$ cat src/rtl/rr_onehot_arbiter_pkg.sv
// Shared constants and helpers for the round-robin one-hot arbiter and its
// downstream one-hot-to-index stage.
package rr_onehot_arbiter_pkg;

    localparam int ARB_N        = 8;
    localparam int ARB_PTR_W    = 3;
    localparam int ARB_ONEHOT_W = ARB_N;

    localparam logic [ARB_ONEHOT_W-1:0] GRANT_NONE = 8'd0;

    // OR-encoder: exact index for any legal one-hot value, 0 for all-zero.
    function automatic logic [ARB_PTR_W-1:0] onehot_to_idx(input logic [ARB_ONEHOT_W-1:0] oh);
        logic [ARB_PTR_W-1:0] r;
        r = 3'd0;
        for (int i = 0; i < ARB_N; i++) begin
            r = r | ({ARB_PTR_W{oh[i]}} & 3'(i));
        end
        return r;
    endfunction

endpackage

$ cat src/rtl/rr_onehot_arbiter_pick8.sv
// Combinational rotate-priority select: the first set bit of req at or above
// start, wrapping 7->0.
module rr_pick8
    import rr_onehot_arbiter_pkg::*;
(
    input  logic [7:0] req,
    input  logic [2:0] start,
    output logic [7:0] onehot,
    output logic [2:0] idx,
    output logic       any
);

    logic [15:0] rot_wide_s;
    logic [7:0]  rot_s;
    logic [7:0]  iso_s;
    logic [15:0] back_wide_s;

    // Rotate so start sits at bit 0, isolate the lowest set bit, rotate back.
    always_comb begin
        rot_wide_s  = {req, req} >> start;
        rot_s       = rot_wide_s[7:0];
        iso_s       = rot_s & (~rot_s + 8'd1);
        back_wide_s = {iso_s, iso_s} << start;
        onehot      = back_wide_s[15:8];
        idx         = onehot_to_idx(onehot);
        any         = |req;
    end

endmodule

$ cat src/rtl/rr_onehot_arbiter.sv
// Registered round-robin arbiter over 8 requesters with a valid/ready grant
// handshake; the pointer advances only when a grant is accepted.
module rr_onehot_arbiter
    import rr_onehot_arbiter_pkg::*;
(
    input  logic       clk,
    input  logic       rst_n,
    input  logic [7:0] req,
    output logic [7:0] grant,
    output logic       grant_valid,
    input  logic       grant_ready,
    output logic       busy
);

    logic [ARB_ONEHOT_W-1:0] grant_r;
    logic                    grant_valid_r;
    logic [ARB_PTR_W-1:0]    ptr_r;

    logic                    accept_s;
    logic                    slot_free_s;
    logic [ARB_PTR_W-1:0]    cur_idx_s;
    logic [ARB_PTR_W-1:0]    next_ptr_s;
    logic [ARB_PTR_W-1:0]    start_s;
    logic [ARB_ONEHOT_W-1:0] pick_onehot_s;
    logic [ARB_PTR_W-1:0]    pick_idx_s;
    logic                    pick_any_s;

    // Handshake decode; on a back-to-back edge the search starts past the
    // grant being accepted rather than from the stale pointer.
    always_comb begin
        accept_s    = grant_valid_r & grant_ready;
        slot_free_s = ~grant_valid_r | accept_s;
        cur_idx_s   = onehot_to_idx(grant_r);
        next_ptr_s  = cur_idx_s + 3'd1;
        if (accept_s) begin
            start_s = next_ptr_s;
        end else begin
            start_s = ptr_r;
        end
    end

    rr_pick8 u_pick (
        .req    (req),
        .start  (start_s),
        .onehot (pick_onehot_s),
        .idx    (pick_idx_s),
        .any    (pick_any_s)
    );

    // Grant register: arbitrate into a free slot, otherwise hold the committed winner.
    always_ff @(posedge clk or negedge rst_n) begin
        if (!rst_n) begin
            grant_r       <= GRANT_NONE;
            grant_valid_r <= 1'b0;
        end else if (slot_free_s) begin
            if (pick_any_s) begin
                grant_r       <= pick_onehot_s;
                grant_valid_r <= 1'b1;
            end else begin
                grant_r       <= GRANT_NONE;
                grant_valid_r <= 1'b0;
            end
        end else begin
            grant_r       <= grant_r;
            grant_valid_r <= grant_valid_r;
        end
    end

    // Fairness pointer moves only on accept.
    always_ff @(posedge clk or negedge rst_n) begin
        if (!rst_n) begin
            ptr_r <= 3'd0;
        end else if (accept_s) begin
            ptr_r <= next_ptr_s;
        end else begin
            ptr_r <= ptr_r;
        end
    end

    assign grant       = grant_r;
    assign grant_valid = grant_valid_r;
    assign busy        = grant_valid_r & ~grant_ready;

endmodule

$ cat config.mk
export PLATFORM = sky130hd
export DESIGN_NAME = rr_onehot_arbiter
export DESIGN_NICKNAME = d
export VERILOG_FILES = /design/src/rtl/rr_onehot_arbiter_pkg.sv /design/src/rtl/rr_onehot_arbiter_pick8.sv /design/src/rtl/rr_onehot_arbiter.sv
export SDC_FILE = /design/constraint.sdc
export NUM_CORES = 1
export LEC_CHECK = 0
export CORE_MARGIN = 5
export CORE_UTILIZATION = 55
export CTS_CLUSTER_DIAMETER = 200
export DETAILED_ROUTE_END_ITERATION = 10
export GPL_ROUTABILITY_DRIVEN = 0
export PLACE_DENSITY = 0.82
export SKIP_LAST_GASP = 1
export SYNTH_ARGS = -nofsm -noshare
export SYNTH_HDL_FRONTEND = slang
export SYNTH_SLANG_ARGS = --single-unit
$ cat constraint.sdc
create_clock -name clk -period 8.3 [get_ports clk]
set_input_delay 1.66 -clock clk [delete_from_list [all_inputs] [get_ports clk]]
set_output_delay 1.66 -clock clk [all_outputs]
set_load 0.02 [all_outputs]
-- After elaboration in Yosys (flattened, before gate mapping)
Index checks and enable logic that the tools add are counted.
- mux-type cells: 3
- reduce and logical (&&, ||, !) cells: 1
- shift operators: 2
- $add $sub $neg: 2
- bitwise operators: 13
- operators with widths (cell ; number):
    $shl 16x3->16 ; 1
    $shr 16x3->8 ; 1
    $or 3x3->3 ; 3
    $add 8x1->8 const B ; 1
    $and 8x8->8 ; 1
    $mux 8 ; 1
    $not 8->8 ; 1
    $reduce_or 8->1 ; 1
    $add 3x1->3 const B ; 1
    $mux 3 ; 1
    $or 2x3->3 ; 1
    $and 1x1->1 ; 2
    $not 1->1 ; 2
    $or 1x2->2 ; 1
    $or 2x2->2 ; 1
    $mux 1 ; 1
    $or 1x1->1 ; 1
- output and inout port bits: 10
- register bits after elaboration: 12
- input bits: 11

-- Longest topological paths before layout
- depth after elaboration: 14
- depth in mapped cells: 12
- depth with buffers taken out: 12

-- Hierarchy
Synthesis repeated with hierarchy kept, for this count alone.
- cells, all modules: 152
- area, all modules: 1327.5 um2
- by module, submodules not included (module ; area an instance (um2) ; times used ; cells each ; sequential area each (um2)):
    rr_pick8 ; 815.8 ; 1 ; 100 ; 0.0
    rr_onehot_arbiter ; 511.7 ; 1 ; 52 ; 300.3

-- Least setup slack after synthesis
Ideal clock, no wire load.
- path kind: input port to output port
- from: input grant_ready
- to: output busy
- stages: 3
- slack: 4.277 ns
- arrival time: 2.363 ns
- buffers on the path: 1
- cells stage by stage: nand2b_1 > clkbuf_1 > clkinv_1
- cells in the longest elaborated chain, start to end: 2
- ends and longest elaborated chain (item ; RTL line ; text):
    start: declaration ; rr_onehot_arbiter.sv:11 ; input logic grant_ready,
    $not 1->1 ; rr_onehot_arbiter.sv:82 ; assign busy = grant_valid_r & ~grant_ready;
    $and 1x1->1 ; rr_onehot_arbiter.sv:82 ;
    end: declaration ; rr_onehot_arbiter.sv:12 ; output logic busy
Every way passes these cells.

-- Worst setup path after layout
Ends and elaborated chain as after synthesis.

==> results.py <==
metrics = {
    "sta": {
        "fmax_mhz": 194,
        "rsz0062_at_grt": "false",
        "hold_viol": 0,
        "fin_ws_ns": 3.14,
        "relSlewSlack": 0.381,
        "tightest_slew_ns": 0.902,
        "slew_viol_final": 0,
        "min_period_ns": 5.16,
        "fin_setup_tns_ns": 0,
        "setup_violations": 0,
        "skew_ns": 0.00719,
        "fin_crit_sh": 0.621,
    },
    "global_route": {
        "grtUsageMet2": 0.355,
        "grt_pass1_vias": 1296,
        "grt_max_degree": 18,
        "grt_pass1_wl_um": 5990,
        "grt_overflow": 0,
        "grt_usage": 0.229,
        "top_usage_layer": "met2",
        "grt_util_met3": 0.0679,
        "grt_use_met1": 0.307,
        "antenna_found_initial": 0,
    },
    "clocking": {
        "cts.repair.resized": 0,
        "postCtsSetupRepairBufs": 0,
        "htreeDepth": 1,
        "root_buffer": "clkbuf_4",
        "clkTransAtPathRegs_ns": 0.06,
        "clk_latency_ns": 0.27,
        "cts_tree": "built",
        "cts.path.max_buffers": 2,
        "cts_hold_buf": 0,
        "cts.sink_count": 12,
        "numCtsBuffers": 3,
    },
    "route": {
        "drt_first_iter_violations": 103,
        "dr.pass1.iters": 4,
        "ant_nets": 0,
        "routed_wl_um": 3710,
        "drc": 0,
        "wire_per_inst_um": 18.1,
        "viasPerCell": 6.92,
        "vias": 1418,
    },
    "cells_and_area": {
        "drive_gt1_frac": 0.0621,
        "antennaDiodeCount": 0,
        "area_delta_synth_final_pct": 18.1,
        "fill_cells": 195,
        "final_nets": 191,
    },
    "pwr": {
        "p_int_uw": 260,
        "clock_power_share": 0.060,
        "p_switching_uw": 318,
        "vdd_drop_max_uv": 254,
        "p_leak_nw": 0.570,
        "pwr-share-comb": 0.764,
        "swShare": 0.550,
        "power_frac_seq": 0.176,
        "p_per_area_nw_per_um2": 393,
    },
    "run_status": {
        "status": "complete, no violations",
    },
    "floorplanning": {
        "io_pins": 21,
        "dieArea_um2": 3310,
        "die_h_um": 57.6,
        "std_cell_rows": 17,
        "start_util": 0.568,
        "coreArea_um2": 2190,
        "die_x_um": 57.6,
    },
    "logic_synthesis": {
        "synth_area_leaders": "dfrtp_1 24%, nand3_1 5.6%, mux2i_1 4.8%, nor4_1 4.5%, nand2_1 3.3%",
        "yosys_warnings": 0,
        "synth_nets": 173,
        "synth_cell_type_count": 49,
        "synth.avg_cell_area_um2": 7.73,
        "synth-seq-cells": 12,
        "yosysTopAreaCell": "dfrtp_1",
        "synth-edff-count": 0,
        "synth_area_um2": 1240,
        "synth_top_area_share": 0.241,
        "synth_ff_type": "dfrtp_1",
        "synth_cells": 161,
        "ys_seq_area_frac": 0.241,
        "synth-async-reset-ratio": 1.00,
    },
    "critical_path": {
        "timing.rr.end": "grant[1]$_DFFE_PN0P_",
        "arrival_ns": 3.50,
        "critical_path_class": "input port to output pin",
        "r2r_slack_ns": 4.04,
        "startpoint_type": "input port",
        "cp.required_ns": 6.64,
        "timing.rr.start": "grant[7]$_DFFE_PN0P_",
        "path_max_fanout": 11,
        "end_kind": "output pin",
        "rr_worst_depth": 11,
    },
    "worst_hold_path": {
        "hp-class": "register to register",
        "hold_end": "grant[2]$_DFFE_PN0P_",
        "hp-start": "grant[2]$_DFFE_PN0P_",
        "holdPathStages": 2,
    },
    "place": {
        "pre_cts_ws_ns": 3.18,
        "hpwl_um": 2840,
        "io_buffers": 20,
    },
    "job": {
        "drv_cap": 0,
    },
}
==> flip-flops by register name (all words and copies together), names as in the netlist <==
signal	cells
grant_valid	1
ptr_r	3
grant	8
==> how the worst max path moves through the flow <==
stage,from,end,slack [ns],cells after the start
after floorplan,grant_ready,busy,4.28,3
after global placement,grant_ready,busy,3.23,4
after detailed placement,grant_ready,busy,3.18,4
after CTS,grant_ready,busy,3.17,4
after global routing,grant_ready,busy,3.01,4
final,grant_ready,busy,3.14,4
==> routing by layer <==
layer | wire length (um) | vias to the layer above
li1 | - | 661
met1 | 1520 | 673
met3 | 354 | 12
met2 | 1740 | 72
met5 | 0 | -
met4 | 90 | 0
==> layout make-up <==
type                       count  area, um2  share of cell area
timing repair buffer          21        208               0.141
inverter                      10       37.5              0.0255
tap                           28       35.0              0.0238
sequential                    12        300               0.204
multi-input combinational    131        867               0.590
clock buffer                   3       22.5              0.0153
==> critical path, stage by stage <==
cell and delay (ns):
clkdlybuf4s50_1 0.50, nand2b_1 0.36, clkinv_1 0.34, clkdlybuf4s50_1 0.63
==> Yosys cell counts (2+ instances only) <==
master and n:
nand3_2 2, o21ai_0 5, nand2_1 11, and2_1 2, o2111ai_1 3, buf_2 2, o21a_1 2, a31oi_1 2
nor3_1 8, inv_1 9, o221ai_1 4, o21ai_1 6, o211ai_1 5, or4_1 2, mux2i_1 6, dfrtp_1 12
a22oi_1 2, nand3_1 14, nand4_1 3, a21oi_1 7, or3_1 2, and3_1 2, o211a_1 2, o31ai_1 2
clkbuf_1 5, nor4_1 9, nor2_1 10
==> cell families (layout without fill, tap and decap cells) <==
group                    after synthesis  after routing  share of synthesized area
flip-flops                            12             12                      0.241
XOR/XNOR                               1              1                    0.00704
buffers and inverters                 18             34                     0.0623
adder cells (fa/ha/maj)                1              1                     0.0100
multiplexers                           8              8                     0.0784
AND/OR/NAND/NOR                       72             72                      0.327
AO/OA/AOI/OAI                         49             49                      0.274
==> metrics by stage <==
step,instance area [um2],instances,hold WS (ns),util,total power [mW]
after global placement,1450,202,0.492,0.661,0.522
after global routing,1470,205,0.540,0.671,0.624
after floorplan,1240,161,0.606,-,0.428
final,1470,205,0.497,0.671,0.578
after detailed placement,1450,202,0.491,0.661,0.532
after CTS,1470,205,0.506,0.671,0.570
==> placed cells by master (no fill, tap or decap), types with 2 or more instances in the layout <==
cell             synthesis  layout
o31ai_1                  2       2
nand2_1                 11      11
a22oi_1                  2       2
or4_1                    2       2
mux2i_1                  6       6
o211ai_1                 5       5
a31oi_1                  2       2
o211a_1                  2       2
dfrtp_1                 12      12
o221ai_1                 4       4
nand3_2                  2       2
o21ai_1                  6       6
inv_1                    9       9
o21ai_0                  5       5
nor2_1                  10      10
nand4_1                  3       3
nand3_1                 14      14
and2_1                   2       2
clkbuf_4                 0       3
nor3_1                   8       8
and3_1                   2       2
o21a_1                   2       2
nor4_1                   9       9
or3_1                    2       2
a21oi_1                  7       7
o2111ai_1                3       3
clkdlybuf4s50_1          0      20
==> power by group through the flow <==
stage | clock network, mW | registers [mW] | logic [mW]
6_report | 0.0346 | 0.101 | 0.441
5_1_grt | 0.0399 | 0.105 | 0.480
4_1_cts | 0.0355 | 0.101 | 0.433
3_5_place_dp | 0 | 0.102 | 0.430
3_3_place_gp | 0 | 0.102 | 0.420
2_1_floorplan | 0 | 0.117 | 0.311
(Power assumes the default switching activity.)
